$ cat src/rtl/input_debounce_sync.sv
// input_debounce_sync
// Brings WIDTH raw asynchronous inputs into the clk domain through a
// multi-flop synchroniser per bit. Each bit is then debounced on its own
// counter, so dout only follows a bit after it has held a new level for
// STABLE_CYCLES consecutive evaluations. Registered rise/fall/changed pulses
// coincide with the cycle dout updates. en freezes the debounce state but
// never the synchroniser.

module input_debounce_sync #(
  parameter int WIDTH         = 3,
  parameter int SYNC_STAGES   = 2,
  parameter int STABLE_CYCLES = 4
) (
  input  logic             clk,
  input  logic             rst,
  input  logic             en,
  input  logic [WIDTH-1:0] din,
  output logic [WIDTH-1:0] dout,
  output logic [WIDTH-1:0] rise,
  output logic [WIDTH-1:0] fall,
  output logic             changed
);

  localparam int CNT_W = $clog2(STABLE_CYCLES + 1);
  localparam logic [CNT_W-1:0] CNT_TERM = CNT_W'(STABLE_CYCLES - 1);
  localparam logic [CNT_W-1:0] CNT_ONE  = CNT_W'(1);

  // sync_q[0] samples din; sync_q[SYNC_STAGES-1] is the settled level
  logic [WIDTH-1:0] sync_q [SYNC_STAGES];
  logic [WIDTH-1:0] s;

  logic [CNT_W-1:0] cnt_q [WIDTH];
  logic [CNT_W-1:0] cnt_d [WIDTH];
  logic [WIDTH-1:0] dout_d;
  logic [WIDTH-1:0] rise_d;
  logic [WIDTH-1:0] fall_d;

  assign s = sync_q[SYNC_STAGES-1];

  // Synchroniser chain: shifts every cycle out of reset, regardless of en
  always_ff @(posedge clk or negedge rst) begin
    if (!rst) begin
      for (int k = 0; k < SYNC_STAGES; k++) begin
        sync_q[k] <= '0;
      end
    end else begin
      sync_q[0] <= din;
      for (int k = 1; k < SYNC_STAGES; k++) begin
        sync_q[k] <= sync_q[k-1];
      end
    end
  end

  // Per-bit debounce decision: a mismatch must survive to the terminal count
  // before dout follows; any agreement in between throws the count away
  always_comb begin
    dout_d = dout;
    rise_d = '0;
    fall_d = '0;
    for (int i = 0; i < WIDTH; i++) begin
      cnt_d[i] = cnt_q[i];
    end
    if (en) begin
      for (int i = 0; i < WIDTH; i++) begin
        if (s[i] == dout[i]) begin
          cnt_d[i] = '0;
        end else if (cnt_q[i] == CNT_TERM) begin
          dout_d[i] = s[i];
          cnt_d[i]  = '0;
          rise_d[i] = s[i];
          fall_d[i] = ~s[i];
        end else begin
          cnt_d[i] = cnt_q[i] + CNT_ONE;
        end
      end
    end
  end

  // Debounce state and edge pulses, all updated together so pulses line up
  // with the dout change
  always_ff @(posedge clk or negedge rst) begin
    if (!rst) begin
      for (int i = 0; i < WIDTH; i++) begin
        cnt_q[i] <= '0;
      end
      dout    <= '0;
      rise    <= '0;
      fall    <= '0;
      changed <= 1'b0;
    end else begin
      for (int i = 0; i < WIDTH; i++) begin
        cnt_q[i] <= cnt_d[i];
      end
      dout    <= dout_d;
      rise    <= rise_d;
      fall    <= fall_d;
      changed <= |(rise_d | fall_d);
    end
  end

endmodule

$ cat config.mk
export PLATFORM = sky130hd
export DESIGN_NAME = input_debounce_sync
export DESIGN_NICKNAME = d
export VERILOG_FILES = /design/src/rtl/input_debounce_sync.sv
export SDC_FILE = /design/constraint.sdc
export NUM_CORES = 1
export LEC_CHECK = 0
export CAP_MARGIN = 20
export CORE_MARGIN = 5
export CORE_UTILIZATION = 54
export DETAILED_ROUTE_END_ITERATION = 12
export GPL_TIMING_DRIVEN = 0
export PLACE_DENSITY = 0.81
export SLEW_MARGIN = 20
export SYNTH_ARGS = -nofsm -noshare
export SYNTH_HDL_FRONTEND = slang
export SYNTH_SLANG_ARGS = --single-unit
$ cat constraint.sdc
create_clock -name clk -period 2 [get_ports clk]
set_input_delay 0.4 -clock clk [delete_from_list [all_inputs] [get_ports clk]]
set_output_delay 0.4 -clock clk [all_outputs]
set_load 0.05 [all_outputs]
==> results.py, run 1 <==
metrics = {
    "outcome": {
        "outcome": "complete, no violations",
    },
    "setup_path": {
        "slowest_stage": "clkdlybuf4s50_1",
        "critPathArrivalTime_ns": 1.52,
        "reg2reg_depth": 3,
        "path_depth": 1,
        "path_delay_family": "buffers and inverters",
        "regToRegSetupSlack_ns": 0.67,
        "path_cells": "clkdlybuf4s50_1",
        "start_kind": "flip-flop",
        "cp-end-kind": "primary output",
        "required_ns": 1.60,
        "cpPeakStageDelay_ns": 0.81,
        "r2r-start": "dout[0]",
        "critPathKind": "flip-flop to primary output",
        "cp_max_fo": 3,
        "r2r-end": "dout[0]",
        "critPathBufInv": 1,
    },
    "die": {
        "boundaryPins": 16,
        "start_util_pct": 56.0,
        "die_x_um": 52.1,
        "die-area_um2": 2710,
        "rows": 15,
        "coreArea_um2": 1710,
        "die_h_um": 52.1,
    },
    "pwr": {
        "pwr_density_cell_nw_per_um2": 1180,
        "seqPwrFrac_pct": 49.3,
        "p_leak_nw": 0.567,
        "pwr-share-clk_pct": 15.4,
        "ir_worst_vdd_v": 0.000691,
        "p_int_w": 0.000865,
        "p_sw_w": 0.000496,
        "p_sw_share_pct": 36.4,
        "combPwrFrac_pct": 35.2,
    },
    "yosys": {
        "yosys.area_share.xor_xnor_pct": 2.75,
        "syn_nets": 88,
        "synth_area_leaders": "dfrtp_1 65%, ha_1 3.9%, nand2b_1 3.9%, inv_1 3.5%, o21ai_0 3.1%",
        "async_flop_share_pct": 100,
        "seq_area_frac_synth_pct": 65.4,
        "synth_largest_area_cell": "dfrtp_1",
        "syn_avg_cell_area_um2": 12.1,
        "syn_area_um2": 957,
        "synth-edff-count": 0,
        "post-synth-top-count-cell": "dfrtp_1",
        "synth_seq_cells": 25,
        "synth_top_family_by_area": "simple AND/OR/NAND/NOR gates",
        "yosys.area_share.adder_pct": 3.92,
        "synth_warnings": 0,
        "synthMuxAreaShare_pct": 3.53,
        "synth.distinct_cells": 17,
        "synth_flop_cell": "dfrtp_1",
        "synth_compound_area_share_pct": 7.45,
        "netlist_top_cells_count": "25 x dfrtp_1, 9 x inv_1",
        "postSynthCellCount": 79,
        "synthSimpleGateAreaFrac_pct": 12.5,
        "synth_top_area_share_pct": 65.4,
    },
    "clocking": {
        "clock_latency_ns": 0.31,
        "clkTransAtPathRegs_ns": 0.13,
        "root_buffer": "clkbuf_4",
        "clock_path_buffers": 2,
        "ctsHoldBuffers": 0,
        "post_cts_resized": 0,
        "postCtsSetupRepairBufs": 0,
        "cts_num_sinks": 25,
        "numCtsBuffers": 3,
        "cts_htree_levels": 1,
        "cts_tree": "yes",
    },
    "global_routing": {
        "grt_pass1_vias": 610,
        "antenna_found_initial": 0,
        "grt_overflow_total": 0,
        "grt_max_degree": 26,
        "track_usage_pct": 13.2,
        "grt_first_pass_wirelength_um": 2580,
    },
    "routing": {
        "drt_iter0_drc": 9,
        "wl_um": 1420,
        "wl_per_cell_um": 11.6,
        "drt_first_pass_iters": 4,
        "drc": 0,
        "vias": 605,
        "viasPerCell": 4.96,
        "ant_nets": 0,
    },
    "flow_run": {
        "drv_cap": 0,
    },
    "hold_path": {
        "hp-class": "primary input to asynchronous set/reset pin",
    },
    "timing": {
        "slew_viol_final": 0,
        "clock.fmax_ghz": 0.522,
        "slew_headroom_pct": 65.8,
        "tightestPinTransition_ns": 0.512,
        "hold-worst-slack_ns": 0.0415,
        "tns_ns": 0,
        "rsz0062_at_grt": "no",
        "period_minus_slack_ns": 1.92,
        "final_hold_viol_count": 0,
        "fin_skew_ns": 0.00865,
        "finalSetupViolCount": 0,
        "finalCritPeriodShare_pct": 95.8,
    },
    "placement": {
        "dp_cells": 118,
        "dp_hpwl_um": 1140,
        "io_buffers": 14,
        "finalWeightedCongestion": 0.722,
    },
    "finish": {
        "antenna_cells": 0,
        "nNetsFinal": 107,
        "final_layout_size_suffix_gt1_share_pct": 9.28,
        "syn2layout_area_growth_pct": 20.3,
        "final_cells": 122,
    },
}
-- worst max-delay path by stage --
stage                      to  startpoint  slack [ns]
CTS                   dout[1]     dout[1]        0.06
detailed placement    fall[2]         rst        0.30
floorplan             dout[1]     dout[1]        0.49
global placement    sync_q[3]         rst        0.29
finish                dout[1]     dout[1]        0.08
global route          dout[1]     dout[1]       0.004
-- power groups by stage --
stage / clock network [W] / registers, W / logic [W]
global placement: 0 / 0.000674 / 0.000461
CTS: 0.000222 / 0.000673 / 0.000487
finish: 0.000210 / 0.000671 / 0.000479
detailed placement: 0 / 0.000684 / 0.000487
global route: 0.000241 / 0.000688 / 0.000533
floorplan: 0 / 0.000802 / 0.000210
-- state kept, by name, indices dropped and copies added (netlist names) --
register / count
changed: 1
cnt_q: 9
dout: 3
fall: 3
rise: 3
s: 3
sync_q: 3
-- cells by family (layout without fill, tap and decap cells) --
kind of cell,Yosys count,count (layout)
flip-flops,25,25
AND/OR/NAND/NOR,22,22
XOR/XNOR,3,3
AO/OA/AOI/OAI,12,12
buffers and inverters,11,29
multiplexers,3,3
adder cells (fa/ha/maj),3,3
-- placed cells by master (no fill, tap or decap), types with 3 or more instances in the layout --
cell type,count
dfrtp_1,25
clkdlybuf4s50_1,13
inv_1,9
nor2_1,6
o21ai_0,6
nand2b_1,6
nand2_1,6
xor2_1,3
o22ai_1,3
a21boi_0,3
ha_1,3
clkbuf_4,3
-- metal layers --
layer	global-route usage, %	vias to the layer above	wire length [µm]
met1	15.9	297	569
met2	21.5	9	766
met5	0	-	0
met4	6.55	0	17
li1	-	297	-
met3	3.72	2	64
-- final cells by class --
cell class	instances	area (µm²)
Buffer	2	8.76
Clock buffer	3	22.5
Clock inverter	1	5.00
Fill cell	133	557
Inverter	9	33.8
Multi-Input combinational cell	43	289
Sequential cell	25	626
Tap cell	25	31.3
Timing Repair Buffer	14	135
-- metrics by stage --
stage | worst slack (ns) | util [%] | power (W) | cell area [µm²]
after CTS | 0.0642 | 67.7 | 0.00138 | 1160
final | 0.0839 | 67.4 | 0.00136 | 1150
after detailed placement | 0.303 | 66.1 | 0.00117 | 1130
after global routing | 0.00355 | 67.4 | 0.00146 | 1150
after global placement | 0.291 | 66.1 | 0.00114 | 1130
after floorplan | 0.495 | - | 0.00101 | 957
No activity file was read; power rests on OpenSTA's default activity.
==> run 2: changes to the inputs <==
--- a/config.mk
+++ b/config.mk
@@ -9,8 +9,9 @@
 export CORE_MARGIN = 5
 export CORE_UTILIZATION = 54
 export DETAILED_ROUTE_END_ITERATION = 12
+export GPL_ROUTABILITY_DRIVEN = 1
 export GPL_TIMING_DRIVEN = 0
-export PLACE_DENSITY = 0.81
+export PLACE_DENSITY = 0.79
 export SLEW_MARGIN = 20
 export SYNTH_ARGS = -nofsm -noshare
 export SYNTH_HDL_FRONTEND = slang
==> run 2 against run 1 <==
Compared with the run above:
- maximum frequency down 0.83%
- first-iteration DRC count down 67%
- cell count unchanged
- worst setup slack worse by 0.016 ns
- design area increased by 0.44%
- global-route usage rose by 0.60 points
- critical path depth is the same
- hold slack got worse by 0.0037 ns
- critical path type unchanged
- largest power group unchanged
- highest routed layer unchanged
==> results.py, run 2 (synthesis gave the netlist of run 1 again) <==
metrics = {
    "placement": {
        "finalWeightedCongestion": 0.715,
        "io_buffers": 14,
        "dp_hpwl_um": 1140,
        "post_dp_cell_area_um2": 1130,
    },
    "global_routing": {
        "grt_first_pass_wirelength_um": 2630,
        "antenna_found_initial": 0,
        "grt_overflow_total": 0,
        "grt_max_degree": 26,
        "grt_pass1_vias": 620,
        "track_usage_pct": 13.8,
    },
    "clocking": {
        "clock_latency_ns": 0.32,
        "clkTransAtPathRegs_ns": 0.14,
        "cts_num_sinks": 25,
        "ctsHoldBuffers": 0,
        "cts_tree": "yes",
        "post_cts_resized": 0,
        "numCtsBuffers": 3,
        "postCtsSetupRepairBufs": 0,
        "clock_path_buffers": 2,
        "cts_htree_levels": 1,
        "root_buffer": "clkbuf_4",
    },
    "routing": {
        "viasPerCell": 5.03,
        "wl_um": 1560,
        "maxUsedRoutingLayer": "met4",
        "wl_met2_um": 864,
        "vias": 614,
        "drc": 0,
        "m1WireLength_um": 605,
        "ant_nets": 0,
        "wl_met3_um": 60,
        "drt_iter0_drc": 3,
        "drt_first_pass_iters": 4,
        "wl_per_cell_um": 12.8,
    },
    "finish": {
        "fin_util_pct": 67.7,
        "nNetsFinal": 107,
        "multiInputGateArea_um2": 289,
        "antenna_cells": 0,
        "mostFrequentLayoutCells": "25 x dfrtp_1, 12 x clkdlybuf4s50_1, 9 x inv_1",
        "regArea_um2": 626,
        "layout_commonest_cell": "dfrtp_1",
        "final_layout_size_suffix_gt1_share_pct": 9.28,
        "top_register": "cnt_q",
        "largest_register_ffs": 9,
        "fin_area_um2": 1160,
        "nFillCells": 125,
        "syn2layout_area_growth_pct": 20.8,
    },
    "timing": {
        "period_minus_slack_ns": 1.93,
        "clock.fmax_ghz": 0.518,
        "finalSetupViolCount": 0,
        "finalCritPeriodShare_pct": 96.6,
        "hold-worst-slack_ns": 0.0378,
        "tightestPinTransition_ns": 0.527,
        "slew_headroom_pct": 64.9,
        "rsz0062_at_grt": "no",
        "tns_ns": 0,
        "final_hold_viol_count": 0,
        "slew_viol_final": 0,
        "fin_skew_ns": 0.00841,
    },
    "setup_path": {
        "cp_max_fo": 3,
        "critPathBufInv": 1,
        "critPathArrivalTime_ns": 1.53,
        "critPathKind": "flip-flop to primary output",
        "cp-end-kind": "primary output",
        "path_delay_family": "buffers and inverters",
        "path_cells": "clkdlybuf4s50_1",
        "required_ns": 1.60,
        "start_kind": "flip-flop",
        "slowest_stage": "clkdlybuf4s50_1",
        "cpPeakStageDelay_ns": 0.81,
    },
    "outcome": {
        "outcome": "complete, no violations",
    },
    "die": {
        "boundaryPins": 16,
        "start_util_pct": 56.0,
        "die_h_um": 52.1,
        "die_x_um": 52.1,
        "rows": 15,
        "die-area_um2": 2710,
        "coreArea_um2": 1710,
    },
    "pwr": {
        "p_sw_w": 0.000512,
        "p_int_w": 0.000864,
        "p_leak_nw": 0.578,
        "combPwrFrac_pct": 35.0,
        "p_sw_share_pct": 37.2,
        "ir_worst_vdd_v": 0.000711,
        "seqPwrFrac_pct": 48.8,
        "pwr_density_cell_nw_per_um2": 1190,
        "pwr-share-clk_pct": 16.2,
    },
    "hold_path": {
        "hp-class": "primary input to asynchronous set/reset pin",
    },
    "flow_run": {
        "drv_cap": 0,
    },
}
-- run 2: changes by cell type in the layout (fill, tap and decap cells not counted) --
cell             before  now
clkdlybuf4s50_1      13   12
clkinv_2              1    0
clkinvlp_4            0    1
dlymetal6s2s_1        0    1
-- run 2: layout make-up --
type                    instances  share of cell area (%)
inverters                       9                    2.92
clock buffers                   3                    1.95
plain buffers                   2                   0.758
clock inverters                 1                   0.649
well taps                      25                    2.71
multi-input cells              43                    25.0
repair buffers                 14                    11.9
flip-flops and latches         25                    54.1
-- run 2: layer usage --
layer,vias up,GRT usage (%)
met1,310,16.1
met5,-,0
li1,290,-
met3,4,3.72
met2,10,22.8
met4,0,7.86
-- run 2: power groups by stage --
| stage | Sequential (W) | Clock, W | Combinational (W) |
|---|---|---|---|
| 3_3_place_gp | 0.000675 | 0 | 0.000461 |
| 4_1_cts | 0.000674 | 0.000233 | 0.000488 |
| 2_1_floorplan | 0.000802 | 0 | 0.000210 |
| 3_5_place_dp | 0.000685 | 0 | 0.000486 |
| 5_1_grt | 0.000685 | 0.000258 | 0.000535 |
| 6_report | 0.000672 | 0.000223 | 0.000481 |
-- run 2: stage by stage --
| stage | setup slack [ns] | total power (W) | instances |
|---|---|---|---|
| CTS | 0.0439 | 0.00140 | 122 |
| global route | 0.0122 | 0.00148 | 122 |
| floorplan | 0.495 | 0.00101 | 79 |
| finish | 0.0677 | 0.00138 | 122 |
| global placement | 0.296 | 0.00114 | 118 |
| detailed placement | 0.272 | 0.00117 | 118 |
-- run 2: path summary, 6_finish.rpt --
path	startpoint	endpoint	slack, ns	cells past startpoint
min in group clk	sync_q[4]	s[1]	0.36	0
max reg2reg	s[1]	dout[1]	0.63	3
min	rst	cnt_q[7]	0.04	1
max in group asynchronous	rst	changed	1.61	1
max	dout[0]	dout[0]	0.07	1
min reg2reg	sync_q[4]	s[1]	0.36	0
-- run 2: worst reg2reg max path, delay by kind of cell, from the launching register on --
family	cells	cell delay, ns
and+or+nand+nor	1	0.20
xor gates and xnor gates	1	0.29
DFF	1	0.43
muxes	1	0.35
==> run 3: changes to the inputs <==
--- a/config.mk
+++ b/config.mk
@@ -7,11 +7,12 @@
 export LEC_CHECK = 0
 export CAP_MARGIN = 20
 export CORE_MARGIN = 5
-export CORE_UTILIZATION = 54
+export CORE_UTILIZATION = 63
 export DETAILED_ROUTE_END_ITERATION = 12
+export DONT_BUFFER_PORTS = 1
 export GPL_ROUTABILITY_DRIVEN = 1
 export GPL_TIMING_DRIVEN = 0
-export PLACE_DENSITY = 0.79
+export PLACE_DENSITY = 0.77
 export SLEW_MARGIN = 20
 export SYNTH_ARGS = -nofsm -noshare
 export SYNTH_HDL_FRONTEND = slang
==> run 3 against run 2 <==
Compared with the run above:
- wire length shrank 18%
- critical endpoint is now dout[1]
- register-to-register slack lost 0.27 ns
- highest routed layer unchanged
- critical path depth grew 2
- largest power group unchanged
==> results.py, run 3 (synthesis gave the netlist of run 1 again) <==
metrics = {
    "timing": {
        "finalCritPeriodShare_pct": 81.8,
        "slew_headroom_pct": 65.9,
        "tightestPinTransition_ns": 0.511,
        "fin_ws_ns": 0.364,
        "finalSetupViolCount": 0,
        "rsz0062_at_grt": "no",
        "final_hold_viol_count": 0,
        "tns_ns": 0,
        "fin_skew_ns": 0.00599,
        "period_minus_slack_ns": 1.64,
        "hold-worst-slack_ns": 0.0243,
        "clock.fmax_ghz": 0.611,
        "slew_viol_final": 0,
    },
    "setup_path": {
        "required_ns": 2.22,
        "start_kind": "flip-flop",
        "critPathKind": "flip-flop to flip-flop",
        "critPathBufInv": 0,
        "critPathArrivalTime_ns": 1.85,
        "path_cells": "xor2_1 > nand4b_2 > mux2_1",
        "path_delay_family": "flip-flops",
        "cp_max_fo": 4,
        "cpPeakStageDelay_ns": 0.68,
        "slowest_stage": "dfrtp_1",
        "path_depth": 3,
        "cp-end-kind": "flip-flop",
        "reg2reg_depth": 3,
    },
    "flow_run": {
        "drv_cap": 0,
    },
    "die": {
        "die_h_um": 49.0,
        "rows": 14,
        "start_util_pct": 65.1,
        "coreArea_um2": 1470,
        "boundaryPins": 16,
        "die_x_um": 49.0,
        "die-area_um2": 2400,
    },
    "finish": {
        "final_layout_size_suffix_gt1_share_pct": 10.7,
        "top_register": "cnt_q",
        "syn2layout_area_growth_pct": 5.75,
        "mostFrequentLayoutCells": "25 x dfrtp_1, 9 x inv_1",
        "fin_util_pct": 68.8,
        "layout_commonest_cell": "dfrtp_1",
        "antenna_cells": 0,
        "largest_register_ffs": 9,
        "nNetsFinal": 94,
        "nFillCells": 114,
    },
    "global_routing": {
        "grt_pass1_vias": 522,
        "track_usage_pct": 12.5,
        "grt_max_degree": 26,
        "grt_first_pass_wirelength_um": 2300,
        "grt_overflow_total": 0,
        "antenna_found_initial": 0,
    },
    "clocking": {
        "clock_latency_ns": 0.32,
        "cts_tree": "yes",
        "root_buffer": "clkbuf_4",
        "clock_path_buffers": 2,
        "cts_num_sinks": 25,
        "numCtsBuffers": 3,
        "clkTransAtPathRegs_ns": 0.13,
        "cts_htree_levels": 1,
        "post_cts_resized": 0,
    },
    "placement": {
        "place_ws_ns": 0.377,
        "finalWeightedCongestion": 0.674,
        "dp_hpwl_um": 953,
        "io_buffers": 0,
    },
    "pwr": {
        "ir_worst_vdd_v": 0.000738,
        "p_leak_nw": 0.517,
        "pwr_density_cell_nw_per_um2": 1270,
        "p_total_w": 0.00129,
    },
    "routing": {
        "vias": 531,
        "drc": 0,
        "viasPerCell": 5.31,
        "wl_um": 1280,
        "ant_nets": 0,
        "drt_iter0_drc": 6,
        "wl_per_cell_um": 12.8,
        "drt_first_pass_iters": 4,
    },
    "outcome": {
        "outcome": "complete, no violations",
    },
    "hold_path": {
        "hp-class": "primary input to asynchronous set/reset pin",
    },
}
[run 3: changes by cell type in the layout (fill, tap and decap cells not counted)]
| cell | before | now |
|---|---|---|
| clkdlybuf4s50_1 | 12 | 0 |
| dlymetal6s2s_1 | 1 | 0 |
[run 3: area by class of cell]
cell class | instances | area, µm² | area share [%]
Tap cell | 16 | 20.0 | 1.98
Sequential cell | 25 | 626 | 61.8
Clock inverter | 1 | 7.51 | 0.742
Timing Repair Buffer | 1 | 5.00 | 0.494
Buffer | 2 | 8.76 | 0.865
Multi-Input combinational cell | 43 | 289 | 28.6
Inverter | 9 | 33.8 | 3.34
Clock buffer | 3 | 22.5 | 2.22
[run 3: path summary, 6_finish.rpt]
check,to,start,slack [ns]
worst max-delay path,dout[1],dout[1],0.36
min in group clk,sync_q[5],din[2],0.09
worst min-delay path,changed,rst,0.02
worst min register to register,s[2],sync_q[5],0.37
max in group asynchronous,cnt_q[1],rst,1.63
worst max register to register,dout[1],dout[1],0.36
[run 3: repair_timing]
item	4_1_cts	5_1_grt
hold buffers	1	0
buffers inserted	0	0
hold endpoints to repair	25	0
[run 3: power by group]
part           internal (W)  total (W)  switching [W]  leakage [nW]
Sequential         0.000601   0.000809       0.000207         0.327
Clock             0.0000765   0.000226       0.000150        0.0139
Combinational      0.000118   0.000254       0.000136         0.177
[run 3: per-layer routing]
metal  global-route usage, %  share of wire [%]  wire [µm]
met1                    15.7                 44        566
met2                    18.3                 47        604
met3                    3.67                5.5         70
met4                    8.97                2.7         34
met5                       0                  0          0
[run 3: through the flow]
| stage | instances | cell area [µm²] |
|---|---|---|
| final | 100 | 1010 |
| after global routing | 100 | 1010 |
| after CTS | 100 | 1020 |
| after detailed placement | 95 | 977 |
| after global placement | 95 | 977 |
| after floorplan | 79 | 957 |
